`src/rtl/ff_wr_arbiter_if.sv`:
```
// Requester-side bundle for ff_wr_arbiter: requests and data in, grant/storage view out.
// The lock vector exists only when FF_ARB_LOCK_EN is defined.
interface ff_wr_arbiter_if #(
  parameter int NREQ = 4,
  parameter int DW   = 8
);
  logic [NREQ-1:0]    req;
  logic [NREQ*DW-1:0] wdata;
`ifdef FF_ARB_LOCK_EN
  logic [NREQ-1:0]    lock;
`endif
  logic [NREQ-1:0]    gnt;
  logic               enb;
  logic [DW-1:0]      d;
  logic [DW-1:0]      q;
  logic               busy;

  modport master (
    output req,
    output wdata,
`ifdef FF_ARB_LOCK_EN
    output lock,
`endif
    input  gnt,
    input  enb,
    input  d,
    input  q,
    input  busy
  );

  modport slave (
    input  req,
    input  wdata,
`ifdef FF_ARB_LOCK_EN
    input  lock,
`endif
    output gnt,
    output enb,
    output d,
    output q,
    output busy
  );
endinterface

```
`src/rtl/ff_wr_arbiter.sv`:
```
// Round-robin write arbiter feeding one shared enable-gated register (q).
// Define FF_ARB_LOCK_EN to add per-requester grant locking (lock port, LOCKED state).
module ff_wr_arbiter #(
  parameter int NREQ = 4,
  parameter int DW   = 8
) (
  input  logic           cclk,
  input  logic           rst,
  ff_wr_arbiter_if.slave bus
);
  localparam int PW = $clog2(NREQ);

`ifdef FF_ARB_LOCK_EN
  typedef enum logic [1:0] {IDLE = 2'd0, GRANT = 2'd1, LOCKED = 2'd2} state_t;
`else
  typedef enum logic [1:0] {IDLE = 2'd0, GRANT = 2'd1} state_t;
`endif

  state_t            state_reg, state_next;
  logic [NREQ-1:0]   gnt_reg, gnt_next;
  logic [DW-1:0]     d_reg, d_next;
  logic [DW-1:0]     q_reg;
  logic [PW-1:0]     ptr_reg, ptr_next;
`ifdef FF_ARB_LOCK_EN
  logic [PW-1:0]     gidx_reg, gidx_next;
  logic              lock_hold;
`endif

  logic [DW-1:0]     wdata_arr [NREQ];
  logic [PW-1:0]     cand [NREQ];
  logic [NREQ-1:0]   req_rot;
  logic              found;
  logic [PW-1:0]     win;

  // cand[k] is the k-th requester in search order starting at ptr.
  for (genvar gi = 0; gi < NREQ; gi++) begin : g_slot
    assign wdata_arr[gi] = bus.wdata[gi*DW +: DW];
    assign cand[gi]      = (int'(ptr_reg) + gi >= NREQ) ? PW'(int'(ptr_reg) + gi - NREQ)
                                                        : PW'(int'(ptr_reg) + gi);
    assign req_rot[gi]   = bus.req[cand[gi]];
  end

  always_comb begin
    found = 1'b0;
    win   = '0;
    for (int k = 0; k < NREQ; k++) begin
      if (!found && req_rot[k]) begin
        found = 1'b1;
        win   = cand[k];
      end
    end
  end

  always_comb begin
    state_next = state_reg;
    gnt_next   = gnt_reg;
    d_next     = d_reg;
    ptr_next   = ptr_reg;
`ifdef FF_ARB_LOCK_EN
    gidx_next  = gidx_reg;
    lock_hold  = (state_reg != IDLE) && bus.req[gidx_reg] && bus.lock[gidx_reg];
    // Locked owner keeps gnt and ptr; only its data is refreshed.
    if (lock_hold) begin
      state_next = LOCKED;
      d_next     = wdata_arr[gidx_reg];
    end else
`endif
    if (found) begin
      state_next = GRANT;
      gnt_next   = {{(NREQ-1){1'b0}}, 1'b1} << win;
      d_next     = wdata_arr[win];
      ptr_next   = (win == PW'(NREQ - 1)) ? '0 : win + PW'(1);
`ifdef FF_ARB_LOCK_EN
      gidx_next  = win;
`endif
    end else begin
      state_next = IDLE;
      gnt_next   = '0;
    end
  end

  always_ff @(posedge cclk or posedge rst) begin
    if (rst) begin
      state_reg <= IDLE;
      gnt_reg   <= '0;
      d_reg     <= '0;
      ptr_reg   <= '0;
`ifdef FF_ARB_LOCK_EN
      gidx_reg  <= '0;
`endif
    end else begin
      state_reg <= state_next;
      gnt_reg   <= gnt_next;
      d_reg     <= d_next;
      ptr_reg   <= ptr_next;
`ifdef FF_ARB_LOCK_EN
      gidx_reg  <= gidx_next;
`endif
    end
  end

  // Shared storage: enable is high exactly when a grant is outstanding.
  always_ff @(posedge cclk or posedge rst) begin
    if (rst) begin
      q_reg <= '0;
    end else if (state_reg != IDLE) begin
      q_reg <= d_reg;
    end
  end

  assign bus.gnt = gnt_reg;
  assign bus.enb = (state_reg != IDLE);
  assign bus.d   = d_reg;
  assign bus.q   = q_reg;
`ifdef FF_ARB_LOCK_EN
  assign bus.busy = (state_reg == LOCKED);
`else
  assign bus.busy = 1'b0;
`endif

endmodule

```
`src/flat_wrapper.sv`:
```
// flat-port wrapper written by rule: the top's interface ports become plain ports
module ff_wr_arbiter_flat 
#(
  parameter int NREQ = 4,
  parameter int DW   = 8
)
  (cclk, rst, bus_req, bus_wdata, bus_gnt, bus_enb, bus_d, bus_q, bus_busy);
  ff_wr_arbiter_if #(.NREQ(NREQ), .DW(DW)) bus_i ();
  input  logic cclk;
  input  logic rst;
  input wire logic [$bits(bus_i.req)-1:0] bus_req;
  input wire logic [$bits(bus_i.wdata)-1:0] bus_wdata;
  output wire logic [$bits(bus_i.gnt)-1:0] bus_gnt;
  output wire logic [$bits(bus_i.enb)-1:0] bus_enb;
  output wire logic [$bits(bus_i.d)-1:0] bus_d;
  output wire logic [$bits(bus_i.q)-1:0] bus_q;
  output wire logic [$bits(bus_i.busy)-1:0] bus_busy;
  assign bus_i.req = bus_req;
  assign bus_i.wdata = bus_wdata;
  assign bus_gnt = bus_i.gnt;
  assign bus_enb = bus_i.enb;
  assign bus_d = bus_i.d;
  assign bus_q = bus_i.q;
  assign bus_busy = bus_i.busy;
  ff_wr_arbiter #(.NREQ(NREQ), .DW(DW)) u_core (.cclk(cclk), .rst(rst), .bus(bus_i));
endmodule
```
`config.mk`:
```
export PLATFORM = sky130hd
export DESIGN_NAME = ff_wr_arbiter_flat
export DESIGN_NICKNAME = d
export VERILOG_FILES = /design/src/rtl/ff_wr_arbiter_if.sv /design/src/rtl/ff_wr_arbiter.sv /design/src/flat_wrapper.sv
export SDC_FILE = /design/constraint.sdc
export NUM_CORES = 1
export LEC_CHECK = 0
export CAP_MARGIN = 20
export CORE_MARGIN = 3
export CORE_UTILIZATION = 25
export DETAILED_ROUTE_END_ITERATION = 7
export PLACE_DENSITY = 0.62
export SLEW_MARGIN = 20
export SYNTH_ARGS = -nofsm -noshare
export SYNTH_HDL_FRONTEND = slang
export SYNTH_SLANG_ARGS = --single-unit
```
`constraint.sdc`:
```
create_clock -name cclk -period 1.5 [get_ports cclk]
set_input_delay 0.3 -clock cclk [delete_from_list [all_inputs] [get_ports cclk]]
set_output_delay 0.3 -clock cclk [all_outputs]
set_load 0.05 [all_outputs]
```
-- Word-level counts from Yosys, hierarchy flattened
Cells that the tools add are included.
Widths: inputs -> output; s select.
- register bits after elaboration: 23
- add/subtract/negate cells: 8
- magnitude comparators: 9
- equal/unequal tests: 1
- shift-type cells: 1
- mux-type cells: 26
- bitwise operators: 1
- reduce and logical (&&, ||, !) cells: 7
- operators by type and width (operator ; count):
    $mux 2 ; 9
    $bmux 8 s2 ; 1
    $mux 8 ; 2
    $ge 3x3->1 const B ; 4
    $lt 2x3->1 const B ; 4
    $mux 1 ; 9
    $bmux 1 s2 ; 4
    $sub 2x1->2 const B ; 4
    $add 2x2->3 const B ; 2
    $mux 4 ; 1
    $shl 1x2->4 const A ; 1
    $add 2x1->3 const B ; 1
    $ge 2x3->1 const B ; 1
    $logic_and 1x1->1 ; 3
    $logic_not 1->1 ; 3
    $not 2->3 ; 1
    $add 2x1->2 const B ; 1
    $eq 2x2->1 const B ; 1
    $reduce_bool 2->1 ; 1

-- Longest topological paths before layout
Gate-level depths: netlist of run 1.
- depth in word-level cells: 18
- gate-level depth with buffers: 8

-- Worst setup path after synthesis of run 1
Ideal clock, no wire load.
- path kind: input to register
- start: in bus_req[0]
- end: reg u_core.d_reg[0] (netlist: u_core.bus.d[0])
- setup time: 120 ps
- data arrival time: 1528 ps
- path slack: -149 ps
- cell stages on the path: 8
- buffers on the path: 3
- cells stage by stage: buf_2 -> a21bo_1 -> a221oi_2 -> buf_6 -> buf_12 -> mux2i_1 -> nand2_1 -> o211a_1
- word-level cells in the longest chain between the ends: 16
- elaborated cells on any way between the ends: 26
- those cells by class: mux: 19; bitwise: 1; reduce/logical: 6
- RTL lines (item ; line ; RTL):
    start: declaration ; flat_wrapper.sv:11 ; input wire logic [$bits(bus_i.req)-1:0] bus_req;
    $bmux 1 s2 ; ff_wr_arbiter.sv:40 ; assign req_rot[gi] = bus.req[cand[gi]];
    $mux 1 (implied by the code) ; ff_wr_arbiter.sv:40 ;
    $mux 1 ; ff_wr_arbiter.sv:47 ; if (!found && req_rot[k]) begin
    $logic_not 1->1 ; ff_wr_arbiter.sv:47 ;
    $logic_and 1x1->1 ; ff_wr_arbiter.sv:47 ;
    $mux 1 ; ff_wr_arbiter.sv:47 ;
    $logic_not 1->1 ; ff_wr_arbiter.sv:47 ;
    $logic_and 1x1->1 ; ff_wr_arbiter.sv:47 ;
    $mux 1 ; ff_wr_arbiter.sv:47 ;
    $logic_not 1->1 ; ff_wr_arbiter.sv:47 ;
    $logic_and 1x1->1 ; ff_wr_arbiter.sv:47 ;
    $mux 2 ; ff_wr_arbiter.sv:47 ;
    $not 2->3 (implied by the code) ; ff_wr_arbiter.sv:71 ; d_next = wdata_arr[win];
    $bmux 8 s2 ; ff_wr_arbiter.sv:71 ;
    $mux 8 (implied by the code) (2 in series) ; ff_wr_arbiter.sv:71 ;
    end signal: assignment ; ff_wr_arbiter.sv:94 ; d_reg <= d_next;
    end: declaration ; ff_wr_arbiter.sv:21 ; logic [DW-1:0] d_reg, d_next;
Several ways; a longest one is shown, not always the timed one. The select of a mux whose other input is x is not followed.
A chain may end at the register's enable or synchronous reset.

-- Worst setup path after layout of run 1
- start: in bus_req[3]
- end: reg u_core.d_reg[1] (netlist: u_core.bus.d[1])
Same word-level chain as after synthesis.

==> flow_metrics.env, run 1 <==
export IMPL_clk_latency_ns=0.26
export IMPL_htree_levels=1
export IMPL_ff_latch_area_um2=576
export IMPL_holdCritPathClass="in2async"
export IMPL_multi_input_area_um2=623
export IMPL_status="finished, violations left"
export IMPL_place_congestion=0.747
export IMPL_grt_use_total=0.124
export IMPL_n_antenna_cell=0
export IMPL_mostFrequentLayoutCell="clkdlybuf4s50_1"
export IMPL_drive_gt1_frac=0.313
export IMPL_drv_slew=0
export IMPL_netlist_instances=118
export IMPL_p_int_mw=2.56
export IMPL_finalCoreUtilization=0.493
export IMPL_grt_overflow=0
export IMPL_seq_power_share=0.258
export IMPL_powerDensity_nw_per_um2=1880
export IMPL_num_vias=1156
export IMPL_yosys_warnings=0
export IMPL_vias_per_cell=4.41
export IMPL_p_clk_frac=0.088
export IMPL_fin_crit_sh=1.15
export IMPL_antenna_found_initial=0
export IMPL_violations="setup timing"
export IMPL_clk_path_buf_depth=2
export IMPL_switching_share=0.422
export IMPL_skew_ns=0.00202
export IMPL_port_buffers=58
export IMPL_dieWidth_um=77.0
export IMPL_synth_nets=156
export IMPL_synthToLayoutAreaGrowth_pct=87.2
export IMPL_dpl_hpwl_um=2710
export IMPL_layout_setup_ws_ns=-0.231
export IMPL_crit_type="in2reg"
export IMPL_synth_area_um2=1260
export IMPL_combPwrFrac=0.655
export IMPL_cp_data_required_time_ns=1.66
export IMPL_startpoint="bus_req[3]"
export IMPL_rsz0062_at_grt="true"
export IMPL_r2r_start="u_core.ptr_reg[1]"
export IMPL_io_pins=60
export IMPL_num_fill_cells=423
export IMPL_switching_power_mw=1.87
export IMPL_dieArea_um2=5930
export IMPL_synth_distinct_cells=26
export IMPL_wl_per_cell_um=14.0
export IMPL_cts_tree="built"
export IMPL_hold_buffers=0
export IMPL_hold_viol_final=0
export IMPL_core_area_um2=4790
export IMPL_layout_min_cycle_time_ns=1.73
export IMPL_numCtsBuffers=3
export IMPL_worstPathArrival_ns=1.89
export IMPL_maxCapViolCount=0
export IMPL_wirelength_um=3660
export IMPL_ys_ff_latch=23
export IMPL_grt_pass1_vias=1155
export IMPL_initial_utilization=0.264
export IMPL_placed_cells=255
export IMPL_final_cell_mix="34 x clkdlybuf4s50_1, 23 x dfrtp_1, 22 x buf_12"
export IMPL_clock_root_buffer="clkbuf_8"
export IMPL_critPathLaunchType="input port"
export IMPL_post_place_ws_ns=-0.579
export IMPL_power_leakage_nw=1.09
export IMPL_ant_nets=0
export IMPL_first_iter_violations=26
export IMPL_first_pass_iters=4
export IMPL_fin_setup_tns_ns=-1.43
export IMPL_setup_viol=8
export IMPL_vdd_ir_drop_max_v=0.00134
export IMPL_grt_max_degree=24
export IMPL_rows=25
export IMPL_path_max_fanout=5
export IMPL_path_clk_slew_ns=0.08
export IMPL_die_h_um=77.0
export IMPL_final_cells=262
export IMPL_syn_area_per_cell_um2=10.7
export IMPL_drcViolationCount=0
export IMPL_cts_sinks=23
export IMPL_ys_seq_area_frac=0.456
export IMPL_end_kind="flop"
export IMPL_max_freq_mhz=578
export IMPL_nNetsFinal=234
export IMPL_grt_pass1_wl_um=5910
-- worst paths after layout --
path,to,slack (ns),depth (start not counted)
setup / recovery,u_core.bus.d[1],-0.23,8
hold / removal,u_core.bus.q[5],0.37,3
setup reg to reg,u_core.bus.d[1],-0.23,7
hold reg to reg,u_core.bus.q[6],0.58,1
max in group asynchronous,u_core.bus.gnt[1],0.89,3
min in group cclk,u_core.bus.gnt[3],0.51,3
-- through the flow --
stage / cell area [µm²] / power (mW) / hold WS [ns]
floorplan: 1270 / 2.51 / 0.302
global placement: 2250 / 3.91 / 0.555
detailed placement: 2250 / 3.93 / 0.562
CTS: 2370 / 4.52 / 0.384
global route: 2360 / 4.63 / 0.410
finish: 2360 / 4.43 / 0.372
-- cells by family after synthesis --
kind of cell | share of synthesized area
mux | 0.206
simple gates | 0.0913
flops | 0.456
other cells | 0.00297
buf+inv | 0.0724
compound gates | 0.171
-- cell type report --
| cell class | instances | area share |
|---|---|---|
| inverters | 6 | 0.00954 |
| well taps | 67 | 0.0355 |
| multi-input cells | 80 | 0.264 |
| repair buffers | 82 | 0.428 |
| clock buffers | 4 | 0.0191 |
| flip-flops and latches | 23 | 0.244 |
-- power groups by stage --
stage	Clock, mW	Sequential [mW]	Combinational [mW]
5_1_grt	0.426	1.18	3.03
2_1_floorplan	0	1.79	0.719
6_report	0.389	1.14	2.90
3_5_place_dp	0	1.15	2.78
3_3_place_gp	0	1.15	2.77
4_1_cts	0.401	1.15	2.97
-- metal layers --
layer | GRT usage | vias to the layer above | part of all wire
met5 | 0 | - | 0
met4 | 0.0320 | 0 | 0.0096
met3 | 0.0270 | 2 | 0.035
met2 | 0.213 | 25 | 0.53
met1 | 0.158 | 560 | 0.42
li1 | - | 569 | -
-- Yosys cell counts (all sizes together) --
master | n | area (µm²)
a21oi | 7 | 35.0
a21bo | 1 | 10.0
nor4 | 1 | 6.26
nor2b | 2 | 12.5
o221a | 1 | 11.3
clkinv | 1 | 3.75
nor3b | 2 | 15.0
conb | 1 | 3.75
o211a | 9 | 90.1
mux2 | 8 | 90.1
nand2b | 1 | 6.26
nand2 | 19 | 71.3
o21ai | 6 | 30.0
dfrtp | 23 | 576
inv | 5 | 18.8
a211oi | 1 | 7.51
a221oi | 2 | 23.8
nor2 | 1 | 3.75
buf | 7 | 61.3
clkbuf | 2 | 7.51
a21o | 1 | 7.51
mux2i | 17 | 170
-- critical path, stage by stage --
cell	delay [ns]
clkdlybuf4s50_1	0.51
inv_2	0.07
a221oi_4	0.30
buf_6	0.17
buf_12	0.12
mux2i_1	0.22
nand2_1	0.08
o211a_1	0.11
-- timing repair --
action | in CTS | in global routing
cloned | 2 | 0
setup endpoints to repair | 8 | 10
resized for setup | 9 | 3
buffers inserted | 2 | 0
pin swaps | 3 | 7
No activity file was read; power rests on OpenSTA's default activity.
==> run 2, diff against run 1 <==
Settings changed: GPL_ROUTABILITY_DRIVEN set to 1.
==> results of run 2 <==
Final layout, timing and power as in run 1 (identical DEF).
==> run 3, diff against run 2 <==
Settings changed: SLEW_MARGIN 20 to unset.
==> results of run 3 <==
Final layout, timing and power as in run 1 (identical DEF).
